[src/rtl/mul_pkg.sv]
// Shared types and configuration helpers for the iterative integer multiplier.
package mul_pkg;

    typedef enum logic [2:0] {
        OP_MUL    = 3'd0,
        OP_MULH   = 3'd1,
        OP_MULHSU = 3'd2,
        OP_MULHU  = 3'd3,
        OP_MULW   = 3'd4
    } mul_op_e;

    typedef enum logic [1:0] {
        IDLE = 2'd0,
        RUN  = 2'd1,
        FIX  = 2'd2,
        DONE = 2'd3
    } mul_state_e;

    localparam int XLEN_DEFAULT = 64;
    localparam int BPC_DEFAULT  = 8;
    localparam int ITER         = XLEN_DEFAULT / BPC_DEFAULT;

    function automatic bit mul_cfg_ok(input int xlen, input int bpc);
        bit xlen_ok;
        bit bpc_ok;
        xlen_ok = (xlen == 32'sd32) || (xlen == 32'sd64);
        bpc_ok  = (bpc == 32'sd1) || (bpc == 32'sd2) || (bpc == 32'sd4) ||
                  (bpc == 32'sd8) || (bpc == 32'sd16);
        return xlen_ok && bpc_ok && ((xlen % bpc) == 32'sd0);
    endfunction

endpackage

[src/rtl/cseladd.sv]
// Carry-select adder: low half ripples, high half is precomputed for both
// carry-in values and selected by the low-half carry.
module cseladd #(
    parameter int W = 128
) (
    input  logic [W-1:0] a,
    input  logic [W-1:0] b,
    output logic [W-1:0] sum
);

    localparam int LO = W / 2;
    localparam int HI = W - LO;

    logic [LO:0]   lo_s;
    logic [HI-1:0] hi0_s;
    logic [HI-1:0] hi1_s;

    assign lo_s  = {1'b0, a[LO-1:0]} + {1'b0, b[LO-1:0]};
    assign hi0_s = a[W-1:LO] + b[W-1:LO];
    assign hi1_s = a[W-1:LO] + b[W-1:LO] + HI'(1'b1);
    assign sum   = {(lo_s[LO] ? hi1_s : hi0_s), lo_s[LO-1:0]};

endmodule

[src/rtl/mul_pp_step.sv]
// One radix-2^BPC partial-product step: acc_nx = acc + mcand * digit.
module mul_pp_step #(
    parameter int XLEN = 64,
    parameter int BPC  = 8
) (
    input  logic [2*XLEN-1:0] acc,
    input  logic [2*XLEN-1:0] mcand,
    input  logic [BPC-1:0]    digit,
    output logic [2*XLEN-1:0] acc_nx
);

    logic [2*XLEN-1:0] digit_ext_s;
    logic [2*XLEN-1:0] pp_s;

    assign digit_ext_s = {{(2*XLEN-BPC){1'b0}}, digit};
    assign pp_s        = mcand * digit_ext_s;

    cseladd #(.W(2*XLEN)) u_add (
        .a   (acc),
        .b   (pp_s),
        .sum (acc_nx)
    );

endmodule

[src/rtl/int_mul_iter.sv]
// Iterative M-extension multiplier retiring BPC multiplier bits per cycle.
// Optional INT_MUL_EARLY_OUT_EN: leave RUN once the remaining multiplier is zero.
module int_mul_iter
    import mul_pkg::*;
#(
    parameter int XLEN = 64,
    parameter int BPC  = 8
) (
    input  logic            clk,
    input  logic            rst,
    input  logic            start,
    input  logic [2:0]      op,
    input  logic [XLEN-1:0] op1,
    input  logic [XLEN-1:0] op2,
    input  logic            flush,
    output logic            busy,
    output logic            valid,
    output logic [XLEN-1:0] result
);

    localparam int NITER = XLEN / BPC;
    localparam int CW    = $clog2(NITER + 1);
    localparam int AW    = 2 * XLEN;

    generate
        if (!mul_cfg_ok(XLEN, BPC)) begin : g_cfg_err
            $error("int_mul_iter: XLEN must be 32/64 and BPC one of 1,2,4,8,16 dividing XLEN");
        end
    endgenerate

    mul_state_e        state_r, state_s;
    mul_op_e           op_r, op_s, op_dec_s;
    logic              neg_r, neg_s;
    logic [AW-1:0]     acc_r, acc_s, acc_step_s, acc_fix_s;
    logic [AW-1:0]     mcand_r, mcand_s;
    logic [XLEN-1:0]   mplier_r, mplier_s, mplier_shr_s;
    logic [XLEN-1:0]   result_r, result_s;
    logic [CW-1:0]     cnt_r, cnt_s;
    logic              busy_r, valid_r;
    logic [XLEN-1:0]   a_s, b_s, mag_a_s, mag_b_s, sext_res_s;
    logic              sign_a_s, sign_b_s, last_s;
    logic signed [31:0] op1_lo_s, op2_lo_s, acc_lo_s;

    // Decode the raw opcode; unused encodings behave as MUL.
    always_comb begin
        case (op)
            3'd0:    op_dec_s = OP_MUL;
            3'd1:    op_dec_s = OP_MULH;
            3'd2:    op_dec_s = OP_MULHSU;
            3'd3:    op_dec_s = OP_MULHU;
            3'd4:    op_dec_s = OP_MULW;
            default: op_dec_s = OP_MUL;
        endcase
    end

    assign op1_lo_s = op1[31:0];
    assign op2_lo_s = op2[31:0];

    // Operand selection and sign-magnitude conversion at start.
    always_comb begin
        if (op_dec_s == OP_MULW) begin
            a_s = XLEN'(op1_lo_s);
            b_s = XLEN'(op2_lo_s);
        end else begin
            a_s = op1;
            b_s = op2;
        end
        sign_a_s = a_s[XLEN-1] & (op_dec_s inside {OP_MULH, OP_MULHSU, OP_MULW});
        sign_b_s = b_s[XLEN-1] & (op_dec_s inside {OP_MULH, OP_MULW});
        mag_a_s  = sign_a_s ? (~a_s + XLEN'(1'b1)) : a_s;
        mag_b_s  = sign_b_s ? (~b_s + XLEN'(1'b1)) : b_s;
    end

    mul_pp_step #(.XLEN(XLEN), .BPC(BPC)) u_step (
        .acc    (acc_r),
        .mcand  (mcand_r),
        .digit  (mplier_r[BPC-1:0]),
        .acc_nx (acc_step_s)
    );

    assign mplier_shr_s = mplier_r >> BPC;
    assign acc_fix_s    = neg_r ? (~acc_r + AW'(1'b1)) : acc_r;
    assign acc_lo_s     = acc_fix_s[31:0];
    assign sext_res_s   = XLEN'(acc_lo_s);

    // RUN exit condition for the current step.
    always_comb begin
`ifdef INT_MUL_EARLY_OUT_EN
        last_s = (cnt_r == CW'(1'b1)) || (mplier_shr_s == {XLEN{1'b0}});
`else
        last_s = (cnt_r == CW'(1'b1));
`endif
    end

    // Next-state and datapath update; flush overrides everything, start included.
    always_comb begin
        state_s  = state_r;
        op_s     = op_r;
        neg_s    = neg_r;
        acc_s    = acc_r;
        mcand_s  = mcand_r;
        mplier_s = mplier_r;
        cnt_s    = cnt_r;
        result_s = result_r;
        if (flush) begin
            state_s = IDLE;
        end else begin
            case (state_r)
                IDLE, DONE: begin
                    if (start) begin
                        op_s     = op_dec_s;
                        neg_s    = sign_a_s ^ sign_b_s;
                        acc_s    = {AW{1'b0}};
                        mcand_s  = {{XLEN{1'b0}}, mag_a_s};
                        mplier_s = mag_b_s;
                        cnt_s    = CW'(NITER);
                        state_s  = RUN;
                    end else begin
                        state_s = IDLE;
                    end
                end
                RUN: begin
                    acc_s    = acc_step_s;
                    mcand_s  = mcand_r << BPC;
                    mplier_s = mplier_shr_s;
                    cnt_s    = cnt_r - CW'(1'b1);
                    if (last_s) begin
                        state_s = FIX;
                    end else begin
                        state_s = RUN;
                    end
                end
                FIX: begin
                    acc_s = acc_fix_s;
                    case (op_r)
                        OP_MULH, OP_MULHSU, OP_MULHU: result_s = acc_fix_s[AW-1:XLEN];
                        OP_MULW:                      result_s = sext_res_s;
                        default:                      result_s = acc_fix_s[XLEN-1:0];
                    endcase
                    state_s = DONE;
                end
                default: state_s = IDLE;
            endcase
        end
    end

    // State, datapath and registered outputs.
    always_ff @(posedge clk or posedge rst) begin
        if (rst) begin
            state_r  <= IDLE;
            op_r     <= OP_MUL;
            neg_r    <= 1'b0;
            acc_r    <= {AW{1'b0}};
            mcand_r  <= {AW{1'b0}};
            mplier_r <= {XLEN{1'b0}};
            cnt_r    <= {CW{1'b0}};
            result_r <= {XLEN{1'b0}};
            busy_r   <= 1'b0;
            valid_r  <= 1'b0;
        end else begin
            state_r  <= state_s;
            op_r     <= op_s;
            neg_r    <= neg_s;
            acc_r    <= acc_s;
            mcand_r  <= mcand_s;
            mplier_r <= mplier_s;
            cnt_r    <= cnt_s;
            result_r <= result_s;
            busy_r   <= (state_s == RUN) || (state_s == FIX);
            valid_r  <= (state_s == DONE);
        end
    end

    assign busy   = busy_r;
    assign valid  = valid_r;
    assign result = result_r;

endmodule

[config.mk]
export PLATFORM = sky130hd
export DESIGN_NAME = int_mul_iter
export DESIGN_NICKNAME = d
export VERILOG_FILES = /design/src/rtl/mul_pkg.sv /design/src/rtl/cseladd.sv /design/src/rtl/mul_pp_step.sv /design/src/rtl/int_mul_iter.sv
export SDC_FILE = /design/constraint.sdc
export NUM_CORES = 2
export LEC_CHECK = 0
export CAP_MARGIN = 20
export CORE_UTILIZATION = 59
export CTS_CLUSTER_DIAMETER = 200
export DETAILED_ROUTE_END_ITERATION = 7
export GPL_TIMING_DRIVEN = 0
export PLACE_DENSITY = 0.8
export SLEW_MARGIN = 20
export SYNTH_ARGS = -nofsm -noshare
export SYNTH_HDL_FRONTEND = slang
export SYNTH_SLANG_ARGS = --single-unit
[constraint.sdc]
create_clock -name clk -period 13 [get_ports clk]
set_input_delay 1.3 -clock clk [delete_from_list [all_inputs] [get_ports clk]]
set_output_delay 1.3 -clock clk [all_outputs]
set_load 0.02 [all_outputs]
==> results.py <==
metrics = {
    "status": {
        "result_of_the_run": "complete, but fails checks",
        "failed_checks": "DRC",
    },
    "synthesis": {
        "synth_area_leaders": "sky130_fd_sc_hd__fa_1, sky130_fd_sc_hd__dfrtp_1, sky130_fd_sc_hd__and2_1, sky130_fd_sc_hd__ha_1, sky130_fd_sc_hd__nand2_1",
        "cell_with_the_most_instances_after_synthesis": "sky130_fd_sc_hd__nand2_1",
        "synthDominantCellAreaShare": 0.234,
        "post_synthesis_cell_type_count": 92,
        "synthesis.yosys.warnings": 0,
        "mappedNetlistNets": 8868,
        "cell_area_after_synthesis_sq_um": 62800,
        "top_cell_type_by_total_area_after_synthesis": "sky130_fd_sc_hd__fa_1",
        "synthesis.instances": 7718,
        "synth_flop_cell": "sky130_fd_sc_hd__dfrtp_1",
        "flops_latches_synth": 396,
        "synth_edf_count": 0,
        "synth_sequential_area_ratio": 0.158,
        "synth_common_cells": "sky130_fd_sc_hd__nand2_1, sky130_fd_sc_hd__fa_1, sky130_fd_sc_hd__and2_1",
        "async_flop_share": 1.00,
        "syn_avg_cell_area_sq_um": 8.13,
    },
    "worst_setup_path": {
        "slowest_stage": "sky130_fd_sc_hd__clkbuf_1",
        "worst_setup_path_end_kind": "register",
        "critical_path_required_ps": 13550,
        "worst_ep_arrival_time_ps": 13340,
        "worst-setup-path-type": "register to register",
        "worst-r2r-setup-slack_ps": 210,
        "critical-path-max-stage-delay_ps": 820,
        "path_common_cell": "sky130_fd_sc_hd__fa_1",
        "worst_setup_path_start_kind": "register",
        "critical_path_peak_fanout": 11,
    },
    "die": {
        "core.rowCount": 119,
        "design.core.area_sq_um": 105000,
        "die_area_sq_um": 108000,
        "fp.dieH_um": 328,
        "dieWidth_um": 328,
        "start_util": 0.595,
        "ios": 201,
    },
    "cts": {
        "cts-buffers-inserted": 49,
        "cts_tree": "built",
        "clock_tree.buffer_depth": 3,
        "insertion_delay_ps": 710,
        "cts-hold-fix-buffers": 0,
        "cts_num_sinks": 396,
        "clock_tree.root_cell": "sky130_fd_sc_hd__clkbuf_16",
        "cts-htree-levels": 2,
        "clk_pin_slew_ps": 70,
    },
    "final_layout": {
        "layout.area.seq_sq_um": 9920,
        "fillers": 9089,
        "post_route_cells_drive_above_1_share": 0.0262,
        "flow.area_growth_from_synthesis_pct": 9.15,
        "post_layout_inst_area_sq_um": 68500,
        "design.final.nets": 9125,
        "multi_input_comb_area_sq_um": 48400,
    },
    "place": {
        "dp_slack_ps": -762,
        "buffer_ports.inserted": 197,
        "post-dp-hpwl_um": 187000,
        "place_area_sq_um": 66600,
        "gp_routability_congestion": 1.03,
    },
    "global_route": {
        "global_route_wire_length_before_repair_um": 355000,
        "grt_start_max_net_pins": 106,
        "grt.overflow.total": 0,
        "number_of_antenna_violations_at_the_first_check_in_global_routing": 6,
        "grt_pass1_vias": 58600,
        "grt.total_usage": 0.434,
    },
    "drt": {
        "postRouteWirelength_um": 236000,
        "ant_nets": 0,
        "drt-initial-drc-count": 6694,
        "drt_drc_violations_left": 44,
        "route.detailed.vias_per_inst": 6.42,
        "detailed_route_wire_length_per_cell_um": 25.1,
        "num_vias": 60400,
        "dr.pass1.iters": 8,
    },
    "sta": {
        "setup_repair_after_global_routing_missed_its_margin": "false",
        "period_needed_ps": 12790,
        "timing_max_transition_violations_final": 0,
        "setup_slack_ps": 209,
        "worst_margin_pin_slew_ps": 1250,
        "fmax_mhz": 78.2,
        "worst_clock_skew_ps": 75.5,
        "timing.final.crit_share": 0.984,
        "slew_headroom": 0.162,
        "final_hold_viol_count": 0,
        "total_setup_violations_reported_at_the_end_of_the_flow": 0,
    },
    "min_path": {
        "holdCritPathClass": "register to register",
    },
    "flow_run": {
        "drv.max_cap_violation_count": 0,
    },
}
-- through the flow --
| stage | utilization | setup TNS, ps | hold slack [ps] | std cells |
|---|---|---|---|---|
| 6_report | 0.650 | 0 | 478 | 9408 |
| 5_1_grt | 0.650 | 0 | 495 | 9405 |
| 4_1_cts | 0.649 | 0 | 482 | 9401 |
| 3_5_place_dp | 0.632 | -11400 | 463 | 9312 |
| 3_3_place_gp | 0.631 | -1895160 | 454 | 9306 |
| 2_1_floorplan | - | 0 | 439 | 7718 |
-- kinds of logic (layout without fill, tap and decap cells) --
group,Yosys count,count (layout),share of synthesized area
and+or+nand+nor,2751,2751,0.219
other,0,3,0
DFF,396,396,0.158
muxes,52,52,0.00835
adders and majority gates,1015,1015,0.290
AOI/OAI and AO/OA,1759,1759,0.177
buffers and inverters,1198,1494,0.0719
xor gates and xnor gates,547,547,0.0763
-- worst max-delay path: cells and delay by family, from the launching register on --
kind	cells	cell delay [ps]
AO/OA/AOI/OAI	13	3960
AND/OR/NAND/NOR	11	3290
adder cells (fa/ha/maj)	6	2720
buffers and inverters	6	1470
XOR/XNOR	3	710
flip-flops	1	520
-- metal layers --
layer / track usage / part of all wire / up-vias
met2: 0.636 / 0.42 / 4035
met3: 0.135 / 0.13 / 760
met5: 0 / 0.00020 / -
met4: 0.236 / 0.067 / 8
li1: - / - / 26300
met1: 0.573 / 0.38 / 29300
-- path summary, 6_finish.rpt --
check	cells after the start	start	endpoint
max	39	mplier_r[7]$_DFFE_PP0P_	acc_r[127]$_DFFE_PP0P_
min	2	mplier_r[22]$_DFFE_PP0P_	mplier_r[22]$_DFFE_PP0P_
max reg2reg	39	mplier_r[7]$_DFFE_PP0P_	acc_r[127]$_DFFE_PP0P_
min reg2reg	2	mplier_r[22]$_DFFE_PP0P_	mplier_r[22]$_DFFE_PP0P_
max in group asynchronous	5	rst	mplier_r[6]$_DFFE_PP0P_
min in group asynchronous	2	rst	result[5]$_DFFE_PP0P_
-- flip-flops by register name, summed over array words and instances (netlist names) --
| name | flops |
|---|---|
| acc_r | 128 |
| mcand_r | 128 |
| mplier_r | 64 |
| result | 64 |
| cnt_r | 4 |
| op_r | 3 |
| state_r | 2 |
| busy | 1 |
| neg_r | 1 |
| valid | 1 |
-- cells in the final DEF, fill, tap and decap left out, types with 114 or more instances in the layout --
master,netlist,final
sky130_fd_sc_hd__xor2_1,231,229
sky130_fd_sc_hd__nand3_1,158,158
sky130_fd_sc_hd__dfrtp_1,396,391
sky130_fd_sc_hd__and2_1,723,723
sky130_fd_sc_hd__nand2_1,906,906
sky130_fd_sc_hd__inv_1,700,699
sky130_fd_sc_hd__a21oi_1,535,534
sky130_fd_sc_hd__nor3_1,115,114
sky130_fd_sc_hd__fa_1,734,734
sky130_fd_sc_hd__clkbuf_1,425,401
sky130_fd_sc_hd__nor2_1,443,442
sky130_fd_sc_hd__o21ai_0,444,441
sky130_fd_sc_hd__clkdlybuf4s50_1,0,197
sky130_fd_sc_hd__a21o_1,162,162
sky130_fd_sc_hd__ha_1,281,281
sky130_fd_sc_hd__xnor2_1,316,316
-- layout make-up --
cell class	count	share of cell area
repair buffers	209	0.0313
well taps	1391	0.0254
diodes	3	0.000110
flip-flops and latches	396	0.145
clock buffers	63	0.0200
multi-input cells	6124	0.707
plain buffers	495	0.0282
clock inverters	27	0.00480
inverters	700	0.0385
-- repair_timing --
action | CTS | global route
pin swaps | 1 | 2
setup buffers | 2 | 4
resized for setup | 20 | 48
gates cloned | 0 | 0
endpoints found under the setup margin | 30 | 29
Power is not shown: default switching activity piles up to over one toggle a cycle in this logic, so the estimate is an artifact.
